`src/rtl/mu0_pkg.sv`:
```
// rtl/mu0_pkg.sv - shared opcodes, ALU codes, select encodings, state enum and control word
package mu0_pkg;

  // Opcodes held in IR[15:12]; 0xD..0xF are illegal.
  localparam logic [3:0] OP_LDA = 4'h0;
  localparam logic [3:0] OP_STA = 4'h1;
  localparam logic [3:0] OP_ADD = 4'h2;
  localparam logic [3:0] OP_SUB = 4'h3;
  localparam logic [3:0] OP_JMP = 4'h4;
  localparam logic [3:0] OP_JGE = 4'h5;
  localparam logic [3:0] OP_JNE = 4'h6;
  localparam logic [3:0] OP_STP = 4'h7;
  localparam logic [3:0] OP_LDX = 4'h8;
  localparam logic [3:0] OP_INX = 4'h9;
  localparam logic [3:0] OP_DEX = 4'hA;
  localparam logic [3:0] OP_LAX = 4'hB;
  localparam logic [3:0] OP_SAX = 4'hC;

  localparam logic [2:0] ALU_PASS_B = 3'd0;
  localparam logic [2:0] ALU_ADD    = 3'd1;
  localparam logic [2:0] ALU_SUB    = 3'd2;
  localparam logic [2:0] ALU_INC_A  = 3'd3;
  localparam logic [2:0] ALU_DEC_A  = 3'd4;
  localparam logic [2:0] ALU_INC_B  = 3'd5;

  localparam logic [1:0] ADDR_PC  = 2'd0;
  localparam logic [1:0] ADDR_IR  = 2'd1;
  localparam logic [1:0] ADDR_IDX = 2'd2;

  localparam logic       A_ACC = 1'b0;
  localparam logic       A_IDX = 1'b1;

  localparam logic [1:0] B_MEM = 2'd0;
  localparam logic [1:0] B_PC  = 2'd1;
  localparam logic [1:0] B_IR  = 2'd2;

  localparam logic [1:0] ERR_NONE    = 2'd0;
  localparam logic [1:0] ERR_ILLEGAL = 2'd1;
  localparam logic [1:0] ERR_TIMEOUT = 2'd2;

  typedef enum logic [1:0] {
    ST_RST   = 2'd0,
    ST_FETCH = 2'd1,
    ST_EXEC  = 2'd2,
    ST_HALT  = 2'd3
  } state_e;

  // Decoded EXEC control word. Enables here are unqualified; the sequencer
  // gates them with mem_rdy for memory ops.
  typedef struct packed {
    logic       needs_mem;
    logic       is_write;
    logic [1:0] addr_sel;
    logic       a_sel;
    logic [1:0] b_sel;
    logic [2:0] alufs;
    logic       pcce;
    logic       accce;
    logic       idxce;
    logic       stop;
    logic       illegal;
  } ctrl_t;

endpackage

```
`src/rtl/mu0_ctrl_seq_if.sv`:
```
// rtl/mu0_ctrl_seq_if.sv - control bus between sequencer (master) and datapath/memory (slave)
// Inputs to sequencer: ir_op, acc_z, acc_n, mem_rdy.
// Outputs from sequencer: memory handshake, selects, ALU function, enables, status.
interface mu0_ctrl_seq_if;
  logic [3:0] ir_op;
  logic       acc_z;
  logic       acc_n;
  logic       mem_rdy;
  logic       mem_req;
  logic       mem_rw;
  logic [1:0] addr_sel;
  logic       a_sel;
  logic [1:0] b_sel;
  logic [2:0] alufs;
  logic       irce;
  logic       pcce;
  logic       accce;
  logic       idxce;
  logic       acc_oe;
  logic       halted;
  logic [1:0] err;

  modport master (
    input  ir_op, acc_z, acc_n, mem_rdy,
    output mem_req, mem_rw, addr_sel, a_sel, b_sel, alufs,
           irce, pcce, accce, idxce, acc_oe, halted, err
  );

  modport slave (
    output ir_op, acc_z, acc_n, mem_rdy,
    input  mem_req, mem_rw, addr_sel, a_sel, b_sel, alufs,
           irce, pcce, accce, idxce, acc_oe, halted, err
  );
endinterface

```
`src/rtl/mu0_dec.sv`:
```
// rtl/mu0_dec.sv - combinational opcode to EXEC control word decode
// ir_op_i: opcode; acc_z_i/acc_n_i: ACC flags for conditional jumps; ctrl_o: control word.
module mu0_dec
  import mu0_pkg::*;
(
  input  logic [3:0] ir_op_i,
  input  logic       acc_z_i,
  input  logic       acc_n_i,
  output ctrl_t      ctrl_o
);

  always_comb begin
    ctrl_o = '0;
    unique case (ir_op_i)
      OP_LDA: begin
        ctrl_o.needs_mem = 1'b1;
        ctrl_o.addr_sel  = ADDR_IR;
        ctrl_o.accce     = 1'b1;
      end
      OP_STA: begin
        ctrl_o.needs_mem = 1'b1;
        ctrl_o.is_write  = 1'b1;
        ctrl_o.addr_sel  = ADDR_IR;
      end
      OP_ADD, OP_SUB: begin
        ctrl_o.needs_mem = 1'b1;
        ctrl_o.addr_sel  = ADDR_IR;
        ctrl_o.a_sel     = A_ACC;
        ctrl_o.alufs     = (ir_op_i == OP_ADD) ? ALU_ADD : ALU_SUB;
        ctrl_o.accce     = 1'b1;
      end
      // Untaken branches keep the jump selects but drop pcce.
      OP_JMP, OP_JGE, OP_JNE: begin
        ctrl_o.b_sel = B_IR;
        ctrl_o.pcce  = (ir_op_i == OP_JMP) ||
                       (ir_op_i == OP_JGE && !acc_n_i) ||
                       (ir_op_i == OP_JNE && !acc_z_i);
      end
      OP_STP: ctrl_o.stop = 1'b1;
      OP_LDX: begin
        ctrl_o.needs_mem = 1'b1;
        ctrl_o.addr_sel  = ADDR_IR;
        ctrl_o.idxce     = 1'b1;
      end
      OP_INX, OP_DEX: begin
        ctrl_o.a_sel = A_IDX;
        ctrl_o.alufs = (ir_op_i == OP_INX) ? ALU_INC_A : ALU_DEC_A;
        ctrl_o.idxce = 1'b1;
      end
      OP_LAX: begin
        ctrl_o.needs_mem = 1'b1;
        ctrl_o.addr_sel  = ADDR_IDX;
        ctrl_o.accce     = 1'b1;
      end
      OP_SAX: begin
        ctrl_o.needs_mem = 1'b1;
        ctrl_o.is_write  = 1'b1;
        ctrl_o.addr_sel  = ADDR_IDX;
      end
      default: ctrl_o.illegal = 1'b1;
    endcase
  end

endmodule

```
`src/rtl/mu0_ctrl_seq.sv`:
```
// rtl/mu0_ctrl_seq.sv - MU0 fetch/execute sequencer with index register and memory timeout
// clk: rising-edge clock; reset: synchronous active-high; bus: master side of mu0_ctrl_seq_if.
module mu0_ctrl_seq
  import mu0_pkg::*;
#(
  parameter int MEM_TIMEOUT = 15,
  parameter int TO_W        = 4
) (
  input  logic              clk,
  input  logic              reset,
  mu0_ctrl_seq_if.master    bus
);

  state_e            state_q, state_d;
  logic [TO_W-1:0]   wait_q, wait_d;
  logic [1:0]        err_q, err_d;
  ctrl_t             dec;
  logic              in_mem;
  logic              timeout;
  logic              go;

  mu0_dec u_dec (
    .ir_op_i (bus.ir_op),
    .acc_z_i (bus.acc_z),
    .acc_n_i (bus.acc_n),
    .ctrl_o  (dec)
  );

  // mem_req is high in this cycle; mem_rdy only counts while it is.
  assign in_mem  = (state_q == ST_FETCH) || (state_q == ST_EXEC && dec.needs_mem);
  // Timeout fires only once the full wait budget is spent and the
  // memory still has not answered; a late mem_rdy still wins.
  assign timeout = in_mem && !bus.mem_rdy && (wait_q == TO_W'(MEM_TIMEOUT));
  // Enables allowed this cycle: non-memory ops always, memory ops on mem_rdy.
  assign go      = !dec.needs_mem || bus.mem_rdy;

  always_ff @(posedge clk) begin
    if (reset) begin
      state_q <= ST_RST;
      wait_q  <= '0;
      err_q   <= ERR_NONE;
    end else begin
      state_q <= state_d;
      wait_q  <= wait_d;
      err_q   <= err_d;
    end
  end

  always_comb begin
    state_d = state_q;
    wait_d  = '0;
    err_d   = err_q;
    unique case (state_q)
      ST_RST: state_d = ST_FETCH;
      ST_FETCH, ST_EXEC: begin
        if (timeout) begin
          state_d = ST_HALT;
          err_d   = ERR_TIMEOUT;
        end else if (in_mem && !bus.mem_rdy) begin
          wait_d = wait_q + 1'b1;
        end else if (state_q == ST_FETCH) begin
          state_d = ST_EXEC;
        end else if (dec.illegal) begin
          state_d = ST_HALT;
          err_d   = ERR_ILLEGAL;
        end else if (dec.stop) begin
          state_d = ST_HALT;
        end else begin
          state_d = ST_FETCH;
        end
      end
      ST_HALT: state_d = ST_HALT;
      default: state_d = ST_RST;
    endcase
  end

  always_comb begin
    bus.mem_req  = 1'b0;
    bus.mem_rw   = 1'b0;
    bus.addr_sel = ADDR_PC;
    bus.a_sel    = A_ACC;
    bus.b_sel    = B_MEM;
    bus.alufs    = ALU_PASS_B;
    bus.irce     = 1'b0;
    bus.pcce     = 1'b0;
    bus.accce    = 1'b0;
    bus.idxce    = 1'b0;
    bus.acc_oe   = 1'b0;
    bus.halted   = 1'b0;
    bus.err      = ERR_NONE;
    if (!reset) begin
      unique case (state_q)
        ST_FETCH: begin
          bus.mem_req = 1'b1;
          if (bus.mem_rdy) begin
            bus.irce  = 1'b1;
            bus.pcce  = 1'b1;
            bus.b_sel = B_PC;
            bus.alufs = ALU_INC_B;
          end
        end
        ST_EXEC: begin
          bus.mem_req  = dec.needs_mem;
          bus.mem_rw   = dec.is_write;
          bus.addr_sel = dec.addr_sel;
          bus.a_sel    = dec.a_sel;
          bus.b_sel    = dec.b_sel;
          bus.alufs    = dec.alufs;
          bus.acc_oe   = dec.is_write;
          bus.pcce     = dec.pcce  && go;
          bus.accce    = dec.accce && go;
          bus.idxce    = dec.idxce && go;
        end
        ST_HALT: begin
          bus.halted = 1'b1;
          bus.err    = err_q;
        end
        default: ;
      endcase
    end
  end

endmodule
```
`src/flat_wrapper.sv`:
```
// flat-port wrapper written by rule: the top's interface ports become plain ports
module mu0_ctrl_seq_flat import mu0_pkg::*;
#(
  parameter int MEM_TIMEOUT = 15,
  parameter int TO_W        = 4
)
  (clk, reset, bus_ir_op, bus_acc_z, bus_acc_n, bus_mem_rdy, bus_mem_req, bus_mem_rw, bus_addr_sel, bus_a_sel, bus_b_sel, bus_alufs, bus_irce, bus_pcce, bus_accce, bus_idxce, bus_acc_oe, bus_halted, bus_err);
  mu0_ctrl_seq_if bus_i ();
  input  logic clk;
  input  logic reset;
  input wire logic [$bits(bus_i.ir_op)-1:0] bus_ir_op;
  input wire logic [$bits(bus_i.acc_z)-1:0] bus_acc_z;
  input wire logic [$bits(bus_i.acc_n)-1:0] bus_acc_n;
  input wire logic [$bits(bus_i.mem_rdy)-1:0] bus_mem_rdy;
  output wire logic [$bits(bus_i.mem_req)-1:0] bus_mem_req;
  output wire logic [$bits(bus_i.mem_rw)-1:0] bus_mem_rw;
  output wire logic [$bits(bus_i.addr_sel)-1:0] bus_addr_sel;
  output wire logic [$bits(bus_i.a_sel)-1:0] bus_a_sel;
  output wire logic [$bits(bus_i.b_sel)-1:0] bus_b_sel;
  output wire logic [$bits(bus_i.alufs)-1:0] bus_alufs;
  output wire logic [$bits(bus_i.irce)-1:0] bus_irce;
  output wire logic [$bits(bus_i.pcce)-1:0] bus_pcce;
  output wire logic [$bits(bus_i.accce)-1:0] bus_accce;
  output wire logic [$bits(bus_i.idxce)-1:0] bus_idxce;
  output wire logic [$bits(bus_i.acc_oe)-1:0] bus_acc_oe;
  output wire logic [$bits(bus_i.halted)-1:0] bus_halted;
  output wire logic [$bits(bus_i.err)-1:0] bus_err;
  assign bus_i.ir_op = bus_ir_op;
  assign bus_i.acc_z = bus_acc_z;
  assign bus_i.acc_n = bus_acc_n;
  assign bus_i.mem_rdy = bus_mem_rdy;
  assign bus_mem_req = bus_i.mem_req;
  assign bus_mem_rw = bus_i.mem_rw;
  assign bus_addr_sel = bus_i.addr_sel;
  assign bus_a_sel = bus_i.a_sel;
  assign bus_b_sel = bus_i.b_sel;
  assign bus_alufs = bus_i.alufs;
  assign bus_irce = bus_i.irce;
  assign bus_pcce = bus_i.pcce;
  assign bus_accce = bus_i.accce;
  assign bus_idxce = bus_i.idxce;
  assign bus_acc_oe = bus_i.acc_oe;
  assign bus_halted = bus_i.halted;
  assign bus_err = bus_i.err;
  mu0_ctrl_seq #(.MEM_TIMEOUT(MEM_TIMEOUT), .TO_W(TO_W)) u_core (.clk(clk), .reset(reset), .bus(bus_i));
endmodule
```
`config.mk`:
```
export PLATFORM = sky130hd
export DESIGN_NAME = mu0_ctrl_seq_flat
export DESIGN_NICKNAME = d
export VERILOG_FILES = /design/src/rtl/mu0_pkg.sv /design/src/rtl/mu0_ctrl_seq_if.sv /design/src/rtl/mu0_dec.sv /design/src/rtl/mu0_ctrl_seq.sv /design/src/flat_wrapper.sv
export SDC_FILE = /design/constraint.sdc
export NUM_CORES = 1
export LEC_CHECK = 0
export BUFFER_PORTS_ARGS = -buffer_cell sky130_fd_sc_hd__buf_2
export CORE_ASPECT_RATIO = 0.75
export CORE_UTILIZATION = 40
export DETAILED_ROUTE_END_ITERATION = 8
export GPL_TIMING_DRIVEN = 0
export HOLD_SLACK_MARGIN = 0.06
export PLACE_DENSITY = 0.71
export SETUP_SLACK_MARGIN = 0.05
export SYNTH_ARGS = -nofsm -noshare
export SYNTH_HDL_FRONTEND = slang
export SYNTH_SLANG_ARGS = --single-unit
```
`constraint.sdc`:
```
create_clock -name clk -period 3.2 [get_ports clk]
set_input_delay 0.64 -clock clk [delete_from_list [all_inputs] [get_ports clk]]
set_output_delay 0.64 -clock clk [all_outputs]
set_load 0.03 [all_outputs]
```
==> results of run 1 <==
per-layer routing:
metal / up-vias / global-route usage [%] / wire, um
met5: - / 0 / 0
li1: 416 / - / -
met2: 23 / 25.9 / 714
met3: 0 / 7.20 / 122
met4: 0 / 1.97 / 0
met1: 372 / 25.1 / 921
path summary, 6_finish.rpt:
| kind | start | to | slack [ns] | cells past startpoint |
|---|---|---|---|---|
| worst max-delay path | u_core.state_q[1]$_SDFFE_PP0P_ | bus_pcce | 0.58 | 8 |
| worst min-delay path | u_core.wait_q[0]$_SDFF_PP0_ | u_core.wait_q[0]$_SDFF_PP0_ | 0.45 | 1 |
| worst max register to register | u_core.state_q[0]$_SDFFE_PP0P_ | u_core.wait_q[2]$_SDFF_PP0_ | 1.51 | 6 |
| worst min register to register | u_core.wait_q[0]$_SDFF_PP0_ | u_core.wait_q[0]$_SDFF_PP0_ | 0.45 | 1 |
kinds of logic (layout without fill, tap and decap cells):
group | after synthesis | in the layout | synth area share (%)
AOI/OAI and AO/OA | 21 | 21 | 21.3
DFF | 8 | 8 | 20.5
xor gates and xnor gates | 4 | 4 | 4.50
and+or+nand+nor | 49 | 49 | 36.8
buffers and inverters | 13 | 41 | 7.54
adders and majority gates | 6 | 6 | 9.31
cell usage after synthesis (all sizes together), types with 3 or more instances:
cell,number
nor2,14
o21ai,7
inv,7
buf,6
nor2b,3
and2,6
ha,5
nor3,4
nand2b,4
nand2,8
a21oi,3
xnor2,3
dfxtp,8
sequential cells by signal, indices dropped and copies added (netlist names):
signal,count
u_core.err_q,2
u_core.wait_q,4
u_core.state_q,2
cells in the final DEF, fill, tap and decap left out, drive strengths merged, types with 2 or more instances in the layout:
master  netlist  final
nor2         14     14
nor3          4      4
nand2         8      8
ha            5      5
inv           7      7
buf           6     31
dfxtp         8      8
and2          6      6
nand3b        2      2
and3          2      2
a21oi         3      3
xnor2         3      3
clkbuf        0      3
nand2b        4      4
o21ai         7      7
nor2b         3      3
metrics by stage:
stage / area (um2) / utilization (%) / std cells / power [W] / hold WS [ns]
floorplan: 779 / - / 101 / 0.000179 / 0.428
global placement: 932 / 52.6 / 148 / 0.000201 / 0.443
detailed placement: 932 / 52.6 / 148 / 0.000203 / 0.452
CTS: 955 / 53.8 / 151 / 0.000278 / 0.456
global route: 955 / 53.8 / 151 / 0.000300 / 0.499
finish: 955 / 53.8 / 151 / 0.000275 / 0.451
report_power, final:
| group | internal, W | switching [W] | leakage (nW) |
|---|---|---|---|
| registers | 0.000103 | 0.00000326 | 0.0649 |
| clock network | 0.0000426 | 0.0000296 | 0.0138 |
| logic | 0.0000358 | 0.0000601 | 0.383 |
| total | 0.000182 | 0.0000929 | 0.462 |
cell type report:
class	count	share of cell area (%)
sequential	8	16.8
inverter	7	2.75
clock buffer	3	2.36
tap	22	2.88
multi-input combinational	80	58.7
buffer	6	3.41
timing repair buffer	25	13.1
==> metrics.cfg, run 1 <==
[detailed_routing]
final_antenna_net_count=0
first_pass_iters=4
routed_wire_length_per_instance_um=11.6
routed_wirelength_um=1760
remaining_drc_errors=0
vias_per_cell=5.37
iteration_0_drc_count_of_the_detailed_router=15
route.vias.total=811

[finish]
multi_input_comb_area_um2=561
final-seq-area_um2=160
drive_gt1_share_pct=31.8
num_antenna_cells=0
areaGrowthSynthToFinish_pct=22.5
final_net_count=145
layout.filler_cells=180

[floorplanning]
initial_utilization_pct=44.0
die_height_um=40.2
ios=27
core_area_mm2=0.00177
fp.dieArea_mm2=0.00213
core.rowCount=13
die-width_um=53.0

[pwr]
power.leakage_nw=0.462
vdd.ir_drop.worst_v=0.000285
cellPowerDensity_mw_per_mm2=288

[global_route]
grt_pass1_vias=607
largest_net_degree_at_the_start_of_global_routing=11
antenna_found_initial=0
gr-usage-all-layers_pct=17.8
grt_overflow_total=0
grt_pass1_wl_um=2700

[yosys]
synth_top_cell_by_area=sky130_fd_sc_hd__dfxtp_1
postSynthAreaPerCell_um2=7.72
synth_nets=115
yosys-top-cells-area=sky130_fd_sc_hd__dfxtp_1 21%, sky130_fd_sc_hd__ha_1 8.0%, sky130_fd_sc_hd__and2_1 4.8%, sky130_fd_sc_hd__nor2_1 4.8%, sky130_fd_sc_hd__nand2_1 3.9%
synth.top_cell.area_share_pct=20.5
synth_seq_area_share_pct=20.5
synth.lib_cells_used.distinct=38
synth_enable_flop_cells=0
synth_top_flop_cell=sky130_fd_sc_hd__dfxtp_1
synth_area_um2=779
syn_inst=101
yosysWarnings=0
asyncSetResetFlopFracSynth_pct=0
ys_ff_latch=8

[worst_setup_path]
endpoint_kind=primary output
worstPathCellList=inv_1 -> ha_1 -> buf_2 -> nand2_1 -> nor4b_2 -> o21ai_1 -> nand2b_1 -> buf_2
timing.critical_path.from_type=flop
crit_type=reg2out
path_common_cell=sky130_fd_sc_hd__buf_2
crit_family=simple AND/OR/NAND/NOR gates
cp_max_delay_cell=sky130_fd_sc_hd__dfxtp_1
critical-path-max-stage-delay_ns=0.38
critPathArrivalTime_ns=1.98
worst_path_buf_inv=3
critical_path.max_fanout=9
critPathRequiredTime_ns=2.56

[status]
status=finished, final reports clean

[clock_network]
cts_inserted_buffers=3
clock_tree.htree_level_count=1
post-cts-setup-buffers=0
cts.reportedPaths.clkPinSlew_ns=0.05
clock-sinks=8
tritoncts_clock_tree=built
post_cts_hold_buffer_count=0
clock_tree_root_driver_cell=sky130_fd_sc_hd__clkbuf_4
clk-insertion-delay-late_ns=0.25
clock_path_buffers=2
cts_resized=0

[timing]
timing.final.max_slew_violations=0
slew-limit-headroom_pct=78.0
grt_setup_unrepaired=no
finClkSkew_ns=0.00248
fmax_mhz=382
setup-violations-final=0
max_slew.worst_pin.slew_ns=0.321
final_min_period_over_clock_period_pct=81.8
setup-tns-final_ns=0
min_period_ns=2.62
final-hold-violation-count=0
final.setup.worst_slack_ns=0.583

[placement]
gp_routability_congestion=0.791
place_worst_setup_slack_ns=0.767
port_buffers=25
dp.final_hpwl_um=1400

[hold_path]
worst_hold_path_type=reg2reg

[job]
maxCapViolations=0

No activity file was read; power rests on OpenSTA's default activity.
==> run 2: changes to the inputs <==
Clock period 3.2 ns to 2.5 ns, I/O delays scaled along.
==> run 2 against run 1 <==
  * Clock skew rose by 0.0099 ns
  * Die area is the same
  * Clock power grew 45%
  * Non-clock buffer count rose by 1
  * Routed wire length up 2.9%
  * Critical path type unchanged
  * Largest power group unchanged
==> metrics.cfg, run 2 (synthesis gave the netlist of run 1 again) <==
[finish]
largest_registers=u_core.wait_q x4, u_core.err_q x2, u_core.state_q x2
layout.filler_cells=189
multi_input_comb_area_um2=572
layout.cells.most_common_list=28 x sky130_fd_sc_hd__buf_2, 9 x sky130_fd_sc_hd__nor2_1, 8 x sky130_fd_sc_hd__nand2_1, 7 x sky130_fd_sc_hd__inv_1
num_antenna_cells=0
top_register=u_core.wait_q
final_net_count=146
flip_flop_count_of_the_largest_register_after_layout=4
utilization_pct=55.3
layout.cells.most_common=sky130_fd_sc_hd__buf_2
areaGrowthSynthToFinish_pct=25.8
drive_gt1_share_pct=34.6
final-seq-area_um2=163
layoutNonFillerInstCount=152

[floorplanning]
ios=27
core.rowCount=13
die-width_um=53.0
die_height_um=40.2
initial_utilization_pct=44.0
fp.dieArea_mm2=0.00213
core_area_mm2=0.00177

[timing]
finClkSkew_ns=0.0123
final-hold-violation-count=0
max_slew.worst_pin.slew_ns=0.354
setup-tns-final_ns=0
final_min_period_over_clock_period_pct=94.3
slew-limit-headroom_pct=75.8
grt_setup_unrepaired=yes
setup-violations-final=0
fmax_mhz=424
timing.final.max_slew_violations=0
whs_ns=0.454
min_period_ns=2.36

[worst_setup_path]
r2r-end=u_core.wait_q[3]$_SDFF_PP0_
timing.critical_path.from=u_core.state_q[0]$_SDFFE_PP0P_
critical_path.max_fanout=9
critPathRequiredTime_ns=2.00
regToRegSetupSlack_ns=0.89
critical-path-max-stage-delay_ns=0.36
r2r_cells=7
crit_family=buffers and inverters
worst_path_buf_inv=3
critPathArrivalTime_ns=1.86
path_common_cell=sky130_fd_sc_hd__clkbuf_4
cp-endpoint=bus_pcce
timing.critical_path.from_type=flop
endpoint_kind=primary output
worst-path-stages=8
r2r_start=u_core.state_q[0]$_SDFFE_PP0P_
cp_max_delay_cell=sky130_fd_sc_hd__dfxtp_2
crit_type=reg2out
worstPathCellList=inv_1 -> ha_1 -> clkbuf_4 -> nand2_1 -> nor4b_4 -> o21ai_1 -> nand2b_1 -> clkbuf_4

[global_route]
grt_overflow_total=0
grt_pass1_vias=561
grt_pass1_wl_um=2510
gr-usage-all-layers_pct=17.0
antenna_found_initial=0
largest_net_degree_at_the_start_of_global_routing=11

[placement]
port_buffers=25
gp_routability_congestion=0.834
place_inst=148
dp.final_hpwl_um=1430

[clock_network]
cts_inserted_buffers=3
cts.reportedPaths.clkPinSlew_ns=0.06
clock_path_buffers=2
clock_tree.htree_level_count=1
clock-sinks=8
tritoncts_clock_tree=built
clock_tree_root_driver_cell=sky130_fd_sc_hd__clkbuf_4
clk-insertion-delay-late_ns=0.26
post_cts_hold_buffer_count=0

[pwr]
seq_power_share_pct=37.0
vdd.ir_drop.worst_v=0.000227
sw_frac_of_total_pct=35.6
net-switching-power_w=0.000132
power_frac_clock_pct=28.2
p_int_w=0.000239
total_power_w=0.000371
power.leakage_nw=0.475
cellPowerDensity_mw_per_mm2=378
combinational_share_of_power_pct=34.7

[detailed_routing]
route.vias.total=796
routed_wirelength_um=1810
remaining_drc_errors=0
vias_per_cell=5.24
routed_wire_length_per_instance_um=11.9
iteration_0_drc_count_of_the_detailed_router=28
first_pass_iters=4
final_antenna_net_count=0

[hold_path]
worst_hold_path_type=reg2reg

[job]
maxCapViolations=0

[status]
status=finished, final reports clean

## run 2: cell types whose count changed in the layout (fill, tap and decap cells not counted)
cell                       delta
sky130_fd_sc_hd__dfxtp_1      -2
sky130_fd_sc_hd__dfxtp_2      +2
sky130_fd_sc_hd__nor4b_4      +1
sky130_fd_sc_hd__buf_4        +1
sky130_fd_sc_hd__nor2_2       +1
sky130_fd_sc_hd__clkbuf_4     +2
sky130_fd_sc_hd__nor4b_2      -1
sky130_fd_sc_hd__nor2_1       -1
sky130_fd_sc_hd__buf_2        -2
## run 2: cell type report
cell class,instances,area share (%)
Timing Repair Buffer,26,13.8
Multi-Input combinational cell,80,58.3
Sequential cell,8,16.6
Tap cell,22,2.81
Inverter,7,2.68
Clock buffer,3,2.30
Buffer,6,3.57
## run 2: how the worst min path moves through the flow
stage / startpoint / endpoint / slack [ns] / depth (start not counted)
final: u_core.wait_q[0]$_SDFF_PP0_ / u_core.wait_q[0]$_SDFF_PP0_ / 0.45 / 1
after global routing: u_core.wait_q[0]$_SDFF_PP0_ / u_core.wait_q[0]$_SDFF_PP0_ / 0.48 / 1
after CTS: u_core.wait_q[0]$_SDFF_PP0_ / u_core.wait_q[0]$_SDFF_PP0_ / 0.46 / 1
after detailed placement: u_core.wait_q[0]$_SDFF_PP0_ / u_core.wait_q[0]$_SDFF_PP0_ / 0.45 / 1
after global placement: u_core.wait_q[0]$_SDFF_PP0_ / u_core.wait_q[0]$_SDFF_PP0_ / 0.44 / 1
after floorplan: u_core.wait_q[0]$_SDFF_PP0_ / u_core.wait_q[0]$_SDFF_PP0_ / 0.43 / 1
## run 2: worst reg2reg max path, cell delays in order, from the launching register on
cell and delay [ns]:
sky130_fd_sc_hd__dfxtp_2 0.36, sky130_fd_sc_hd__inv_1 0.06, sky130_fd_sc_hd__ha_1 0.24, sky130_fd_sc_hd__nor2b_1 0.17
sky130_fd_sc_hd__a221oi_4 0.27, sky130_fd_sc_hd__buf_4 0.19, sky130_fd_sc_hd__nand3b_4 0.17, sky130_fd_sc_hd__nor2_2 0.05
## run 2: power by group through the flow
stage	logic, W	registers, W	clock network [W]
3_3_place_gp	0.000119	0.000139	0
4_1_cts	0.000127	0.000136	0.000108
3_5_place_dp	0.000123	0.000139	0
5_1_grt	0.000143	0.000138	0.000115
2_1_floorplan	0.0000918	0.000138	0
6_report	0.000129	0.000137	0.000105
## run 2: per-stage QoR
step | area, um2 | setup slack [ns]
6_report | 981 | 0.143
5_1_grt | 981 | -0.0193
4_1_cts | 971 | 0.0651
3_5_place_dp | 941 | 0.292
3_3_place_gp | 941 | 0.327
2_1_floorplan | 788 | 0.164
## run 2: per-layer routing
layer	share of wire (%)	vias to the layer above	routed length, um	global-route usage [%]
met4	0	0	0	1.97
met2	47	19	846	26.3
met3	4.7	0	85	6.82
met5	0	-	0	0
met1	48	362	876	22.9
li1	-	415	-	-
## run 2: timing repair
item / in CTS / in global routing
setup buffers: 1 / 0
resized for setup: 0 / 5
endpoints found under the hold margin: 0 / 0
pin swaps: 1 / 0
setup endpoints to repair: 1 / 3
==> run 3: changes to the inputs <==
Settings changed: CORE_UTILIZATION 40 to 45, CTS_BUF_LIST from default to sky130_fd_sc_hd__clkbuf_4 sky130_fd_sc_hd__clkbuf_8, PLACE_DENSITY 0.71 to 0.78.
Clock period 2.5 ns to 2.7 ns, I/O delays scaled along.
==> run 3 against run 2 <==
  * Clock power shrank 14%
  * Largest power group unchanged
  * Routed wire length grew 2.9%
  * Global-route usage rose by 5.2 points
  * Cell count shrank 0.66%
  * Sequential share of layout area shrank 0.11 points
  * Largest cell class unchanged
  * Via count rose by 1.8%
  * Die area down 11%
==> metrics.cfg, run 3 (synthesis gave the netlist of run 1 again) <==
[worst_setup_path]
r2r_cells=7
regToRegSetupSlack_ns=1.01
crit_type=reg2out
timing.critical_path.from_type=flop
critPathArrivalTime_ns=1.95
endpoint_kind=primary output
critical_path.max_fanout=9
critPathRequiredTime_ns=2.16

[placement]
port_buffers=25
gp_routability_congestion=0.819
dp.final_hpwl_um=1430
post_dp_cell_area_um2=931
place_inst=147

[global_route]
grt_util_met1_pct=30.0
met3_usage_pct=7.14
grt_overflow_total=0
gr-usage-all-layers_pct=22.3
grt_util_met2_pct=31.3
grt_pass1_wl_um=3020
global_route.peak_usage_layer=met2
antenna_found_initial=0
largest_net_degree_at_the_start_of_global_routing=11
grt_pass1_vias=686

[floorplanning]
core_area_mm2=0.00155
core.rowCount=12
fp.dieArea_mm2=0.00190
die_height_um=38.0
ios=27
initial_utilization_pct=50.4
die-width_um=50.1

[clock_network]
clock_path_buffers=2
clock_tree_root_driver_cell=sky130_fd_sc_hd__clkbuf_4
tritoncts_clock_tree=built
clock-sinks=8
post_cts_hold_buffer_count=0
clock_tree.htree_level_count=1
cts.reportedPaths.clkPinSlew_ns=0.05
clk-insertion-delay-late_ns=0.26
cts_inserted_buffers=3

[timing]
fmax_mhz=402
finClkSkew_ns=0.00673
final-hold-violation-count=0
whs_ns=0.455
slew-limit-headroom_pct=77.5
final_min_period_over_clock_period_pct=92.1
min_period_ns=2.49
grt_setup_unrepaired=no
setup-violations-final=0
timing.final.max_slew_violations=0
setup-tns-final_ns=0
max_slew.worst_pin.slew_ns=0.329

[finish]
layout.cells.most_common_list=29 x sky130_fd_sc_hd__buf_2, 10 x sky130_fd_sc_hd__nor2_1, 8 x sky130_fd_sc_hd__nand2_1, 8 x sky130_fd_sc_hd__dfxtp_1, 7 x sky130_fd_sc_hd__inv_1
top_register=u_core.wait_q
post-route-cell-area_um2=972
areaGrowthSynthToFinish_pct=24.7
flip_flop_count_of_the_largest_register_after_layout=4
num_antenna_cells=0
drive_gt1_share_pct=32.3
final_net_count=146
layout.cells.most_common=sky130_fd_sc_hd__buf_2
layoutNonFillerInstCount=151
largest_registers=u_core.wait_q x4, u_core.err_q x2, u_core.state_q x2

[detailed_routing]
remaining_drc_errors=0
first_pass_iters=4
final_antenna_net_count=0
iteration_0_drc_count_of_the_detailed_router=29
routed_wirelength_um=1860
route.vias.total=810
vias_per_cell=5.36
routed_wire_length_per_instance_um=12.3

[pwr]
vdd.ir_drop.worst_v=0.000385
cellPowerDensity_mw_per_mm2=347
power.leakage_nw=0.475

[status]
status=finished, final reports clean

[hold_path]
hold_depth=1
worst_hold_path_type=reg2reg

[job]
maxCapViolations=0

-- run 3: worst max-delay path, cell delays in order, from the launching register on --
cell,delay (ns)
sky130_fd_sc_hd__dfxtp_1,0.38
sky130_fd_sc_hd__inv_1,0.09
sky130_fd_sc_hd__ha_1,0.28
sky130_fd_sc_hd__clkbuf_4,0.20
sky130_fd_sc_hd__nand2_1,0.11
sky130_fd_sc_hd__nor4b_4,0.27
sky130_fd_sc_hd__o21ai_1,0.11
sky130_fd_sc_hd__nand2b_1,0.07
sky130_fd_sc_hd__buf_2,0.19
-- run 3: final cells by class --
cell class	count	area, um2
Inverter	7	26.3
Multi-Input combinational cell	80	569
Timing Repair Buffer	26	133
Sequential cell	8	160
Clock buffer	3	22.5
Tap cell	21	26.3
Buffer	6	35.0
Fill cell	148	574
-- run 3: repair_timing --
item	4_1_cts	5_1_grt
setup endpoints to repair	0	2
gates resized for setup	0	2
setup buffers	0	1
-- run 3: path summary, 6_finish.rpt --
kind	from	end
worst max-delay path	u_core.state_q[0]$_SDFFE_PP0P_	bus_pcce
worst min register to register	u_core.wait_q[0]$_SDFF_PP0_	u_core.wait_q[0]$_SDFF_PP0_
worst max register to register	u_core.state_q[0]$_SDFFE_PP0P_	u_core.state_q[0]$_SDFFE_PP0P_
worst min-delay path	u_core.wait_q[0]$_SDFF_PP0_	u_core.wait_q[0]$_SDFF_PP0_
-- run 3: through the flow --
stage          total power (W)  setup slack, ns  util [%]
6_report              0.000337            0.213      62.9
5_1_grt               0.000358           0.0520      62.9
4_1_cts               0.000333            0.153      61.7
3_5_place_dp          0.000241            0.437      60.2
3_3_place_gp          0.000237            0.474      60.2
2_1_floorplan         0.000212            0.144         -
-- run 3: routing by layer --
metal | vias up | routed length, um
met5 | - | 0
met4 | 0 | 17
met3 | 4 | 115
met2 | 24 | 792
met1 | 369 | 936
li1 | 413 | -
-- run 3: report_power, final --
part | total, W | internal, W | leakage, nW | switching, W
registers | 0.000127 | 0.000123 | 0.0649 | 0.00000422
clock network | 0.0000905 | 0.0000508 | 0.0138 | 0.0000397
logic | 0.000120 | 0.0000468 | 0.396 | 0.0000734
total | 0.000337 | 0.000220 | 0.475 | 0.000117
